--- src/rtl/free_reg_list.sv ---
// ---------------------------------------------------------------------------
// free_reg_list
//
// Circular free list of physical register indices for one register class.
// Rename allocates destination registers from the head. Commit returns
// superseded registers at the tail. Branch checkpoints snapshot the head
// pointer, so a misprediction restore hands back every register allocated
// after the checkpoint in a single cycle.
//
// Ports:
//   clk, n_rst        clock; synchronous active-low reset
//   alloc_req         rename consumes alloc_addr this cycle
//   alloc_valid       a free register is available (count != 0)
//   alloc_addr        register at head (combinational read of the array)
//   return_en/addr    commit returns a register to the tail
//   ckpt_save/idx     snapshot head into a checkpoint slot
//   ckpt_restore/idx  roll head back to a checkpoint slot
//   free_count        number of free entries (registered)
//   overflow_err      sticky: return_en while the list was full
//   underflow_err     sticky: alloc_req while the list was empty
//
// Handshake: an allocation transfers on a clock edge where alloc_valid and
// alloc_req are both high. alloc_valid does not depend on alloc_req, and
// alloc_addr is stable for the whole cycle. alloc_req with alloc_valid low
// is dropped and flags underflow_err. A restore in the same cycle cancels
// the allocation without flagging an error.
// ---------------------------------------------------------------------------
module free_reg_list #(
   parameter  int NUM_PREG = 64,
   parameter  int NUM_LREG = 16,
   parameter  int NUM_CKPT = 4,
   localparam int DEPTH    = NUM_PREG - NUM_LREG,
   localparam int PW       = $clog2(NUM_PREG),
   localparam int HW       = $clog2(DEPTH),
   localparam int CW       = $clog2(NUM_CKPT)
) (
   input  logic          clk,
   input  logic          n_rst,
   input  logic          alloc_req,
   output logic          alloc_valid,
   output logic [PW-1:0] alloc_addr,
   input  logic          return_en,
   input  logic [PW-1:0] return_addr,
   input  logic          ckpt_save,
   input  logic [CW-1:0] ckpt_save_idx,
   input  logic          ckpt_restore,
   input  logic [CW-1:0] ckpt_restore_idx,
   output logic [HW:0]   free_count,
   output logic          overflow_err,
   output logic          underflow_err
);

   logic [PW-1:0] fl_mem    [DEPTH];
   logic [HW-1:0] ckpt_slot [NUM_CKPT];
   logic [HW-1:0] head;
   logic [HW-1:0] tail;
   logic [HW:0]   count;

   logic          is_empty;
   logic          is_full;
   logic          alloc_fire;
   logic          return_fire;
   logic          save_fire;
   logic [HW-1:0] restore_head;
   logic [HW:0]   rollback;
   logic [HW-1:0] head_nxt;
   logic [HW:0]   count_nxt;

   // DEPTH need not be a power of two, so wrap explicitly.
   function automatic logic [HW-1:0] ptr_inc(input logic [HW-1:0] p);
      return (p == HW'(DEPTH - 1)) ? '0 : p + HW'(1);
   endfunction

   // head == tail alone is ambiguous; fullness always comes from count.
   assign is_empty     = (count == '0);
   assign is_full      = (count == (HW+1)'(DEPTH));

   // A restore flushes the branch that would allocate or save this cycle.
   assign alloc_fire   = alloc_req & ~is_empty & ~ckpt_restore;
   assign return_fire  = return_en & ~is_full;
   assign save_fire    = ckpt_save & ~ckpt_restore;

   // Number of entries handed out since the checkpoint: (head - slot) mod
   // DEPTH, computed one bit wider so the non-wrapped form cannot overflow.
   assign restore_head = ckpt_slot[ckpt_restore_idx];
   assign rollback     = (head >= restore_head)
                       ? ({1'b0, head} - {1'b0, restore_head})
                       : ({1'b0, head} + (HW+1)'(DEPTH) - {1'b0, restore_head});

   always_comb begin
      head_nxt  = head;
      count_nxt = count;
      if (ckpt_restore) begin
         head_nxt  = restore_head;
         count_nxt = count + rollback + (HW+1)'(return_fire);
      end else begin
         if (alloc_fire) begin
            head_nxt = ptr_inc(head);
         end
         count_nxt = count + (HW+1)'(return_fire) - (HW+1)'(alloc_fire);
      end
   end

   always_ff @(posedge clk) begin
      if (!n_rst) begin
         for (int i = 0; i < DEPTH; i++) begin
            fl_mem[i] <= PW'(NUM_LREG + i);
         end
         for (int c = 0; c < NUM_CKPT; c++) begin
            ckpt_slot[c] <= '0;
         end
         head          <= '0;
         tail          <= '0;
         count         <= (HW+1)'(DEPTH);
         overflow_err  <= 1'b0;
         underflow_err <= 1'b0;
      end else begin
         head  <= head_nxt;
         count <= count_nxt;
         if (return_fire) begin
            fl_mem[tail] <= return_addr;
            tail         <= ptr_inc(tail);
         end
         // The saved head is the pre-increment value, so the branch's own
         // allocation is not rolled back.
         if (save_fire) begin
            ckpt_slot[ckpt_save_idx] <= head;
         end
         if (return_en && is_full) begin
            overflow_err <= 1'b1;
         end
         if (alloc_req && is_empty && !ckpt_restore) begin
            underflow_err <= 1'b1;
         end
      end
   end

   assign alloc_valid = ~is_empty;
   assign alloc_addr  = fl_mem[head];
   assign free_count  = count;

endmodule

--- config.mk ---
export PLATFORM = sky130hd
export DESIGN_NAME = free_reg_list
export DESIGN_NICKNAME = d
export VERILOG_FILES = /design/src/rtl/free_reg_list.sv
export SDC_FILE = /design/constraint.sdc
export NUM_CORES = 1
export LEC_CHECK = 0
export CORE_UTILIZATION = 40
export DETAILED_ROUTE_END_ITERATION = 10
export PLACE_DENSITY = 0.55
export SYNTH_ARGS = -nofsm -noshare
export SYNTH_HDL_FRONTEND = slang
export SYNTH_SLANG_ARGS = --single-unit
--- constraint.sdc ---
create_clock -name clk -period 7.17 [get_ports clk]
set_clock_uncertainty 0.1 [all_clocks]
set_input_delay 1.0755 -clock clk [delete_from_list [all_inputs] [get_ports clk]]
set_output_delay 1.0755 -clock clk [all_outputs]
set_load 0.01 [all_outputs]
Word level (Yosys, flattened, before mapping)
Memory sizes are Yosys's and may differ from the RTL's. A register that Yosys moved wholly into a read port is not among the register bits. Cells that the tools add are included.

Bits in registers: 21. Bits in writable memories: 312. Input port bits: 16. Output and inout bits: 16. Word-level logic and storage cells: 56. Memories kept: 2.

Memory list: fl_mem (words 48, bits a word 6, read ports 1, clocked after memory_dff 1, write ports 48, RTL line 53) `logic [PW-1:0] fl_mem [DEPTH];`; ckpt_slot (words 4, bits a word 6, read ports 1, clocked after memory_dff 0, write ports 4, RTL line 54) `logic [HW-1:0] ckpt_slot [NUM_CKPT];`.

Add/subtract/negate cells: 9. Magnitude comparators: 1. Eq/ne operators: 3. Mux-type cells: 21. Bitwise logic cells: 7. Reduce and logical (&&, ||, !) cells: 8.

Operators with widths (count): $mux W6 (9); $add A7 B1 Y7 (2); $mux W7 (2); $add A6 B1 Y6 const B (2); $eq A6 B6 Y1 const B (2); $reduce_or A6 Y1 (2); $mux W1 (9); $add A6 B6 Y7 const B (1); $add A7 B7 Y7 (1); $eq A7 B6 Y1 const B (1); $logic_not A7 Y1 (1); $sub A6 B6 Y7 (1); $sub A7 B1 Y7 (1); $sub A7 B6 Y7 (1); $ge A6 B6 Y1 (1); $and A1 B1 Y1 (4); $logic_and A1 B1 Y1 (3); $not A1 Y1 (3); $mux W2 (1); $reduce_bool A2 Y1 (1); $logic_not A1 Y1 (1).

Longest topological paths before layout
Gate-level depths: netlist of run 1.

Word-level depth: 8. Depth in mapped cells: 19. Depth with buffers taken out: 17.

Worst setup path after synthesis of run 1
No wires, ideal clock.

Path type: input -> register. From: input ckpt_restore_idx[0]. To: register count[6] (netlist: free_count[6]). Setup time: 0.088 ns. Arrival: 4.938 ns. Data required time: 6.982 ns. Setup slack: 2.044 ns. Stages on the path: 18. Path buffers: 2. Path through: clkbuf_1 mux4_2 inv_1 ha_1 and3b_1 o311a_1 or3_1 buf_6 nand2_1 o21a_1 inv_1 fa_1 nand2b_1 a21oi_1 nor4_1 a311oi_1 nor2_1 o32ai_2.

Longest elaborated chain between the ends: 6. Elaborated cells between the ends (all ways): 8. Classes of those cells: 4 x add/sub; 1 x order compare; 2 x mux; 1 x memory.

Ends and longest elaborated chain: start: declaration (RTL line 47) `input logic [CW-1:0] ckpt_restore_idx,`; $mem_v2 Z4 W6 (*); $sub A7 B6 Y7, or another cell as far along (RTL line 88) `: ({1'b0, head} + (HW+1)'(DEPTH) - {1'b0, restore_head});`; $mux W7 (*) (RTL line 87) `? ({1'b0, head} - {1'b0, restore_head})`; $add A7 B7 Y7 (*) (RTL line 95) `count_nxt = count + rollback + (HW+1)'(return_fire);`; $add A7 B1 Y7 (*) (RTL line 95); $mux W7 (*) (RTL line 93) `if (ckpt_restore) begin`; end signal: assignment (RTL line 114) `count <= (HW+1)'(DEPTH);`; end signal: assignment (RTL line 119) `count <= count_nxt;`; end: declaration (RTL line 57) `logic [HW:0] count;`.

Every way passes the cells marked *; elsewhere a longest branch is shown, timed or not. A chain may end at the register's enable or synchronous reset.

Worst setup path after layout of run 1
Ends and elaborated chain as after synthesis.

==> reports/metrics.yaml, run 1 <==
layoutNonFillerInstCount: 2111
p_per_area_mw_per_mm2: 276
diodes: 0
ant_nets: 0
slew-limit-headroom_pct: 25.6
critPathCaptureType: "register"
dpl-instance-area_sq_mm: 0.0213
fp.dieH_microns: 228
crit_fanout: 9
yosysTopAreaCell: "edfxtp_1"
worst_setup_path_start_kind: "input port"
finalCriticalPeriod_ns: 5.35
fillers: 4485
synthesis.area_sq_mm: 0.0204
nets: 1458
io_buffers: 31
htreeDepth: 2
synth_edf_count: 408
drtIter0Drc: 959
antenna_found_initial: 0
dp.cells: 2023
synthArstFlopShare_pct: 0
clk_latency_ns: 0.59
core_sq_mm: 0.0503
drive_above_1_share_pct: 16.5
vias: 11813
max_clock_freq_ghz: 0.187
first_global_vias: 12202
syn_inst: 1417
start_util_pct: 40.6
required_ns: 7.57
cp.arrival_ns: 5.75
clock_sinks: 435
status: "finished clean"
post-dp-hpwl_microns: 31800
rsz0062_at_grt: "false"
path_clk_slew_ns: 0.06
synth_nets: 1474
fin_ws_ns: 1.82
die_w_microns: 228
seq_area_frac_synth_pct: 62.6
min_period_over_period_pct: 74.7
totalWireLength_microns: 49900
ir_drop_uv: 219
die_area_sq_mm: 0.0520
avgRoutedWirePerCell_microns: 23.7
place.gp.congestion: 0.827
cts_made_buffers: 48
avgSynthCellArea_sq_um: 14.4
yosys_warnings: 0
pre_cts_slack_ns: 1.21
vias_per_cell: 5.60
ctsRootBufferMaster: "clkbuf_16"
grt_use_total_pct: 19.7
hold_violations: 0
grt_first_pass_wirelength_microns: 77000
post-cts-setup-buffers: 0
tightestPinTransition_ns: 1.10
grt_max_degree: 65
slew_viol_final: 0
io_pins: 32
clock_path_buffers: 3
postCtsHoldBufs: 0
ys_ff_latch: 435
first_pass_iters: 5
fin_area_sq_mm: 0.0228
setup_viol: 0
cts_resized: 0
cellLeakagePower_nw: 6.95
area_delta_synth_final_pct: 11.6
path_class: "in2reg"
synthTopCellsByArea: "edfxtp_1, mux4_2, dfxtp_1, and2_1, or3_1"
whs_ns: 0.379
synth_cell_types: 62
cts_tree: "yes"
drc: 0
overflow: 0
hold_class: "reg2reg"
ys.flop_type: "edfxtp_1"
tns_ns: 0
num_rows: 82
yosys.area.top_type_share_pct: 60.0
maxCapViolCount: 0
==> report_power, final <==
group | switching (mW) | internal [mW] | total [mW]
clock network | 1.03 | 1.38 | 2.41
logic | 0.533 | 0.411 | 0.944
registers | 0.0978 | 2.85 | 2.95
total | 1.66 | 4.64 | 6.30
==> kinds of logic after synthesis <==
| logic type | share of synthesized area, % |
|---|---|
| compound gates | 3.52 |
| xor+xnor | 0.514 |
| fa+ha+maj | 2.80 |
| buf+inv | 3.17 |
| flops | 62.6 |
| mux | 14.1 |
| simple gates | 13.3 |
==> layout by cell type, fill, tap and decap left out, types with 4 or more instances in the layout <==
master	n
or2_1	5
nand3_1	20
mux4_2	126
edfxtp_1	408
clkdlybuf4s50_1	27
clkbuf_16	48
or3_1	79
nand3b_1	4
and2_1	84
mux2i_1	4
xnor2_1	6
dfxtp_1	24
xor2_1	6
nor3_1	58
bufinv_16	4
clkinv_2	11
nand2_1	101
a21o_1	5
buf_4	22
ha_1	33
clkinv_1	14
o22ai_1	14
nor2b_1	10
inv_6	4
buf_2	4
o21a_1	5
o21ai_0	54
nor2_1	94
and3_1	10
nand4_1	4
inv_1	37
nand2b_1	20
nor4_1	10
fa_1	8
a21oi_1	15
nor3b_1	5
clkbuf_1	6
==> critical path: stages <==
cell	delay [ns]
clkdlybuf4s50_1	0.71
mux4_2	0.58
inv_1	0.12
ha_1	0.32
and3b_1	0.25
o311a_1	0.32
or3_1	0.46
nand2_1	0.12
o21a_1	0.14
inv_1	0.05
fa_1	0.37
nand2b_1	0.19
a21oi_1	0.26
nor4_1	0.09
a311oi_1	0.33
nor2_1	0.09
o32ai_2	0.26
==> synth_stat cells (2+ instances only) <==
cell type	instances
nand4_1	4
nor2b_1	10
and2_1	84
o21bai_1	2
and3_1	10
buf_4	5
a31oi_1	3
nand2b_1	20
xor2_1	6
a21o_1	5
nand2_1	101
nor4_1	10
o31a_1	2
or2_1	5
mux2i_1	4
edfxtp_1	408
xnor2_1	6
ha_1	33
nor3_1	58
nor2_1	94
buf_2	13
o22ai_1	14
and3b_1	2
nand3b_1	4
mux4_2	126
o311a_1	2
or2_2	3
inv_1	39
a221oi_1	2
a21oi_1	15
buf_1	5
nand3_1	20
a21boi_1	3
and4b_1	3
or3_1	79
fa_1	8
o21a_1	5
clkbuf_1	97
o21ai_0	54
nor3b_1	5
dfxtp_1	27
==> metal layers <==
metal	routed length, microns	track usage, %	vias up
li1	-	-	5345
met1	22000	27.2	6040
met2	23700	31.4	332
met3	2630	3.48	96
met4	1540	6.54	0
met5	0	0	-
==> worst paths after layout <==
check                                    startpoint            end  slack, ns  cells past startpoint
worst max-delay path            ckpt_restore_idx[0]  free_count[6]       1.82                     17
worst min-delay path                  underflow_err  underflow_err       0.38                      1
worst max register to register      ckpt_slot[1][2]  free_count[6]       2.69                     16
worst min register to register        underflow_err  underflow_err       0.38                      1
==> stage by stage <==
stage	util (%)	power [mW]
floorplan	-	3.63
global placement	42.3	3.93
detailed placement	42.3	3.95
CTS	45.4	6.36
global route	45.4	6.55
finish	45.4	6.30
==> state kept, by name, summed over array words and instances (netlist names), named ones only <==
| name | cells |
|---|---|
| ckpt_slot | 24 |
| fl_mem | 384 |
| free_count | 7 |
| head | 6 |
| overflow_err | 1 |
| tail | 6 |
| underflow_err | 1 |
==> final cells by class <==
type	instances	area [sq um]	area share, %
clock inverters	34	295	1.29
clock buffers	54	1220	5.37
flip-flops and latches	435	12800	56.1
multi-input cells	821	7000	30.7
well taps	672	841	3.69
inverters	40	150	0.658
repair buffers	55	495	2.17
No activity file was read; power rests on OpenSTA's default activity.
==> inputs of run 2 (changes only) <==
==> constraint.sdc (replaced) <==
create_clock -name clk -period 5 [get_ports clk]
set_clock_uncertainty 0.1 [all_clocks]
set_input_delay 0.75 -clock clk [delete_from_list [all_inputs] [get_ports clk]]
set_output_delay 0.75 -clock clk [all_outputs]
set_load 0.01 [all_outputs]
==> run 2 against run 1 <==
  * Final cell count rose by 2.3%
  * Sequential power rose by 43%
  * Highest routed layer unchanged
  * Critical path type unchanged
  * Combinational power rose by 58%
  * Die area did not move
  * Register-to-register slack got worse by 1.8 ns
==> reports/metrics.yaml, run 2 (same netlist as run 1, synthesis figures left out) <==
status: "finished clean"
worst_setup_path_start_kind: "input port"
ant_nets: 0
finalCriticalPeriod_ns: 4.66
die_w_microns: 228
first_global_vias: 12499
crit_fanout: 5
slowest_delay_ns: 0.66
worstSetupPathDepth: 17
fin_ws_ns: 0.337
hold_class: "reg2reg"
setup_viol: 0
clk_latency_ns: 0.57
post-cts-setup-buffers: 0
die_area_sq_mm: 0.0520
io_pins: 32
pre_cts_slack_ns: -0.247
ctsRootBufferMaster: "clkbuf_16"
maxCapViolCount: 0
crit_path_end: "free_count[6]"
rsz0062_at_grt: "false"
grt_first_pass_wirelength_microns: 79100
cp.arrival_ns: 5.05
fin_util_pct: 46.2
slew-limit-headroom_pct: 26.6
slew_viol_final: 0
num_rows: 82
slowest_stage: "clkdlybuf4s50_1"
cp_num_buf_inv: 3
worst-r2r-cell-count: 16
max_clock_freq_ghz: 0.214
required_ns: 5.39
p_total_mw: 9.19
worstReg2RegEnd: "free_count[6]"
totalWireLength_microns: 51200
min_period_over_period_pct: 93.3
area_delta_synth_final_pct: 13.7
ir_drop_uv: 243
drive_above_1_share_pct: 19.2
path_clk_slew_ns: 0.06
cellLeakagePower_nw: 7.20
grt_use_total_pct: 20.1
worstHoldPathCells: 1
dp.cells: 2073
cts_resized: 0
r2r_slack_ns: 0.87
path_class: "in2reg"
layoutNonFillerInstCount: 2160
path_common_cell: "inv_1"
clock_sinks: 435
first_pass_iters: 5
final_common_cell: "edfxtp_1"
cpLargestDelayFamily: "compound AO/OA/AOI/OAI gates"
regMostFlops: "fl_mem"
post-dp-hpwl_microns: 34000
overflow: 0
diodes: 0
fin_area_sq_mm: 0.0232
core_sq_mm: 0.0503
critPathLaunch: "ckpt_restore_idx[0]"
layout.cells.most_common_list: "edfxtp_1, mux4_2, nand2_1"
drc: 0
start_util_pct: 40.6
path_cells: "clkdlybuf4s50_1, mux4_2, inv_1, ha_1, and3b_1, o311a_1, or3_1, nand2_1, o21a_1, inv_1, fa_1, nand2b_1, a21oi_1, nor4_1, a311oi_1, nor2_1, o32ai_2"
vias_per_cell: 5.62
antenna_found_initial: 0
io_buffers: 31
dpl-instance-area_sq_mm: 0.0217
p_per_area_mw_per_mm2: 396
place.gp.congestion: 0.831
postCtsHoldBufs: 0
avgRoutedWirePerCell_microns: 23.7
cts_tree: "yes"
cts_made_buffers: 48
tightestPinTransition_ns: 1.09
reg2reg_from: "ckpt_slot[1][2]"
nets: 1508
clock_path_buffers: 3
fp.dieH_microns: 228
drtIter0Drc: 973
hold_violations: 0
vias: 12132
largest_reg_flops: 384
htreeDepth: 2
critPathCaptureType: "register"
grt_max_degree: 65
-- run 2: changes by cell type in the layout (fill, tap and decap cells not counted) --
cell	previous run	this run
buf_4	22	69
clkinv_8	1	0
clkinv_4	0	1
clkinvlp_4	0	1
buf_12	2	5
clkbuf_1	6	8
inv_6	4	1
clkbuf_16	48	49
clkinv_1	14	13
clkinv_2	11	8
clkbuf_8	0	2
-- run 2: cell type report --
class | instances | area (sq um)
Clock inverter | 28 | 250
Tap cell | 672 | 841
Clock buffer | 59 | 1280
Sequential cell | 435 | 12800
Fill cell | 4471 | 27000
Timing Repair Buffer | 105 | 908
Multi-Input combinational cell | 821 | 7000
Inverter | 40 | 150
-- run 2: how the worst min path moves through the flow --
stage                        startpoint  slack, ns            end
after floorplan           underflow_err       0.41  underflow_err
after global placement    underflow_err       0.35  underflow_err
after detailed placement  underflow_err       0.37  underflow_err
after CTS                 underflow_err       0.39  underflow_err
after global routing      underflow_err       0.41  underflow_err
final                     underflow_err       0.38  underflow_err
-- run 2: report_power, final --
group | switching (mW) | total [mW] | internal, mW
Sequential | 0.123 | 4.21 | 4.09
Combinational | 0.812 | 1.49 | 0.676
Clock | 1.46 | 3.49 | 2.03
-- run 2: routing by layer --
metal / global-route usage, % / vias to the layer above / share of wire, %
li1: - / 5455 / -
met1: 27.6 / 6253 / 43
met2: 32.8 / 344 / 49
met3: 3.11 / 80 / 5.4
met4: 6.48 / 0 / 2.4
met5: 0 / - / 0
-- run 2: stage by stage --
stage	setup TNS, ns	hold slack [ns]
after floorplan	0	0.409
after global placement	-0.225	0.352
after detailed placement	-0.381	0.373
after CTS	0	0.392
after global routing	0	0.410
final	0	0.382
-- run 2: worst reg2reg max path, stage by stage, from the launching register on --
cell	delay, ns
edfxtp_1	0.39
mux4_2	0.49
inv_1	0.10
ha_1	0.25
and3b_1	0.21
o311a_1	0.31
or3_1	0.36
nand2_1	0.09
o21a_1	0.13
inv_1	0.05
fa_1	0.38
nand2b_1	0.17
a21oi_1	0.25
nor4_1	0.09
a311oi_1	0.34
nor2_1	0.09
o32ai_2	0.25
==> inputs of run 3 (changes only) <==
--- a/config.mk
+++ b/config.mk
@@ -5,9 +5,10 @@
 export SDC_FILE = /design/constraint.sdc
 export NUM_CORES = 1
 export LEC_CHECK = 0
-export CORE_UTILIZATION = 40
+export CORE_UTILIZATION = 25
+export CTS_CLUSTER_SIZE = 12
 export DETAILED_ROUTE_END_ITERATION = 10
-export PLACE_DENSITY = 0.55
+export PLACE_DENSITY = 0.39
 export SYNTH_ARGS = -nofsm -noshare
 export SYNTH_HDL_FRONTEND = slang
 export SYNTH_SLANG_ARGS = --single-unit
==> run 3 against run 2 <==
  * Global-route usage shrank 6.2 points
  * Wire length grew 11%
  * Final cell count grew 19%
  * Critical endpoint unchanged
  * Sequential cell count is the same
  * Maximum frequency grew 1.6%
  * First-iteration DRC count shrank 13%
  * Via count shrank 2.3%
==> reports/metrics.yaml, run 3 (same netlist as run 1, synthesis figures left out) <==
p_int_mw: 6.81
first_global_vias: 12385
clock_path_buffers: 3
tightestPinTransition_ns: 1.11
postCtsHoldBufs: 0
layout.cells.most_common_list: "edfxtp_1, mux4_2, nand2_1"
finalCriticalPeriod_ns: 4.59
reg2reg_from: "ckpt_slot[1][1]"
hold_violations: 0
slew_viol_final: 0
hold_class: "reg2reg"
drc: 0
whs_endpoint: "underflow_err"
cts_resized: 0
cellLeakagePower_nw: 7.27
core_sq_mm: 0.0807
overflow: 0
required_ns: 5.40
critPathCaptureType: "register"
ant_nets: 0
max_clock_freq_ghz: 0.218
io_buffers: 31
drive_above_1_share_pct: 20.0
die_w_microns: 288
comb_power_share_pct: 16.4
die_area_sq_mm: 0.0829
path_clk_slew_ns: 0.06
maxCapViolCount: 0
path_class: "in2reg"
totalWireLength_microns: 56900
worst-r2r-cell-count: 15
nets: 1520
largest_reg_flops: 384
slowest_delay_ns: 0.65
cts_tree: "yes"
antenna_found_initial: 2
cp.arrival_ns: 4.99
rsz0062_at_grt: "false"
pre_cts_slack_ns: -0.221
fp.dieH_microns: 288
grt_first_pass_wirelength_microns: 84900
worst_setup_path_start_kind: "input port"
slowest_stage: "clkdlybuf4s50_1"
p_per_area_mw_per_mm2: 390
vias_per_cell: 4.62
post-dp-hpwl_microns: 37800
post-cts-setup-buffers: 0
ctsRootBufferMaster: "clkbuf_16"
ir_drop_uv: 209
crit_fanout: 5
p_sw_mw: 2.48
place.gp.congestion: 0.765
r2r_slack_ns: 0.91
fillers: 8137
cts_made_buffers: 51
min_period_over_period_pct: 91.8
drtIter0Drc: 844
slew-limit-headroom_pct: 25.4
vias: 11854
setup_viol: 0
final_common_cell: "edfxtp_1"
area_delta_synth_final_pct: 16.7
pwr-share-clk_pct: 38.4
p_sw_share_pct: 26.7
tns_ns: 0
worstHoldPathCells: 1
first_pass_iters: 6
grt_max_degree: 54
clock_sinks: 435
regMostFlops: "fl_mem"
avgRoutedWirePerCell_microns: 22.2
io_pins: 32
status: "finished clean"
start_util_pct: 25.3
min_from: "underflow_err"
p_seq_share_pct: 45.2
worstReg2RegEnd: "free_count[6]"
path_cells: "clkdlybuf4s50_1, mux4_2, inv_1, ha_1, ha_1, fa_1, a21oi_1, nor2_1, nor2_1, xnor2_1, o31a_1, ha_1, a311o_1, a311oi_1, nor2_1, o32ai_2"
clk_latency_ns: 0.59
htreeDepth: 2
fin_ws_ns: 0.409
num_rows: 104
grt_use_total_pct: 13.9
-- run 3: changes by cell type in the layout (fill, tap and decap cells not counted), moves of 2 or more --
| cell | change |
|---|---|
| clkinvlp_4 | +2 |
| clkbuf_16 | +3 |
| bufinv_16 | -2 |
| inv_6 | +3 |
| buf_4 | +8 |
-- run 3: worst max-delay path: cells and delay by family --
kind	cells	cell delay [ns]
buffers and inverters	2	0.75
AO/OA/AOI/OAI	5	1.35
multiplexers	1	0.57
AND/OR/NAND/NOR	3	0.27
XOR/XNOR	1	0.07
adder cells (fa/ha/maj)	4	1.23
-- run 3: per-layer routing --
metal | GRT usage (%) | wire length (microns) | vias up
li1 | - | - | 5477
met1 | 19.2 | 26800 | 6134
met2 | 22.8 | 27300 | 176
met3 | 2.04 | 1720 | 67
met4 | 3.44 | 1130 | 0
met5 | 0 | 0 | -
-- run 3: power by group through the flow --
stage | registers, mW | clock network [mW] | logic, mW
floorplan | 4.23 | 0 | 0.976
global placement | 4.28 | 0 | 1.55
detailed placement | 4.29 | 0 | 1.55
CTS | 4.21 | 3.68 | 1.56
global route | 4.22 | 3.80 | 1.68
finish | 4.20 | 3.57 | 1.52
-- run 3: final cells by class --
type	instances	area, sq um	share of cell area, %
tap	1060	1330	5.56
antenna	1	2.50	0.0105
clock inverter	30	219	0.918
clock buffer	63	1360	5.71
timing repair buffer	114	988	4.15
sequential	435	12800	53.7
inverter	40	150	0.630
multi-input combinational	821	7000	29.3
-- run 3: worst max path at each step --
stage,from,slack (ns),end,cells past startpoint
after global placement,ckpt_restore_idx[0],-0.17,free_count[6],17
after detailed placement,ckpt_restore_idx[0],-0.22,free_count[6],16
final,ckpt_restore_idx[0],0.41,free_count[6],16
after floorplan,ckpt_restore_idx[0],0.20,free_count[6],18
after global routing,ckpt_restore_idx[0],0.11,free_count[6],16
after CTS,ckpt_restore_idx[0],0.40,free_count[6],16
-- run 3: metrics by stage --
stage | hold WS (ns) | cells | area [sq um] | util (%) | power [mW]
2_1_floorplan | 0.409 | 1417 | 20400 | - | 5.20
3_3_place_gp | 0.356 | 2470 | 22300 | 27.6 | 5.83
3_5_place_dp | 0.378 | 2470 | 22300 | 27.6 | 5.84
4_1_cts | 0.397 | 2563 | 23800 | 29.6 | 9.45
5_1_grt | 0.412 | 2563 | 23800 | 29.6 | 9.70
6_report | 0.386 | 2564 | 23800 | 29.6 | 9.29
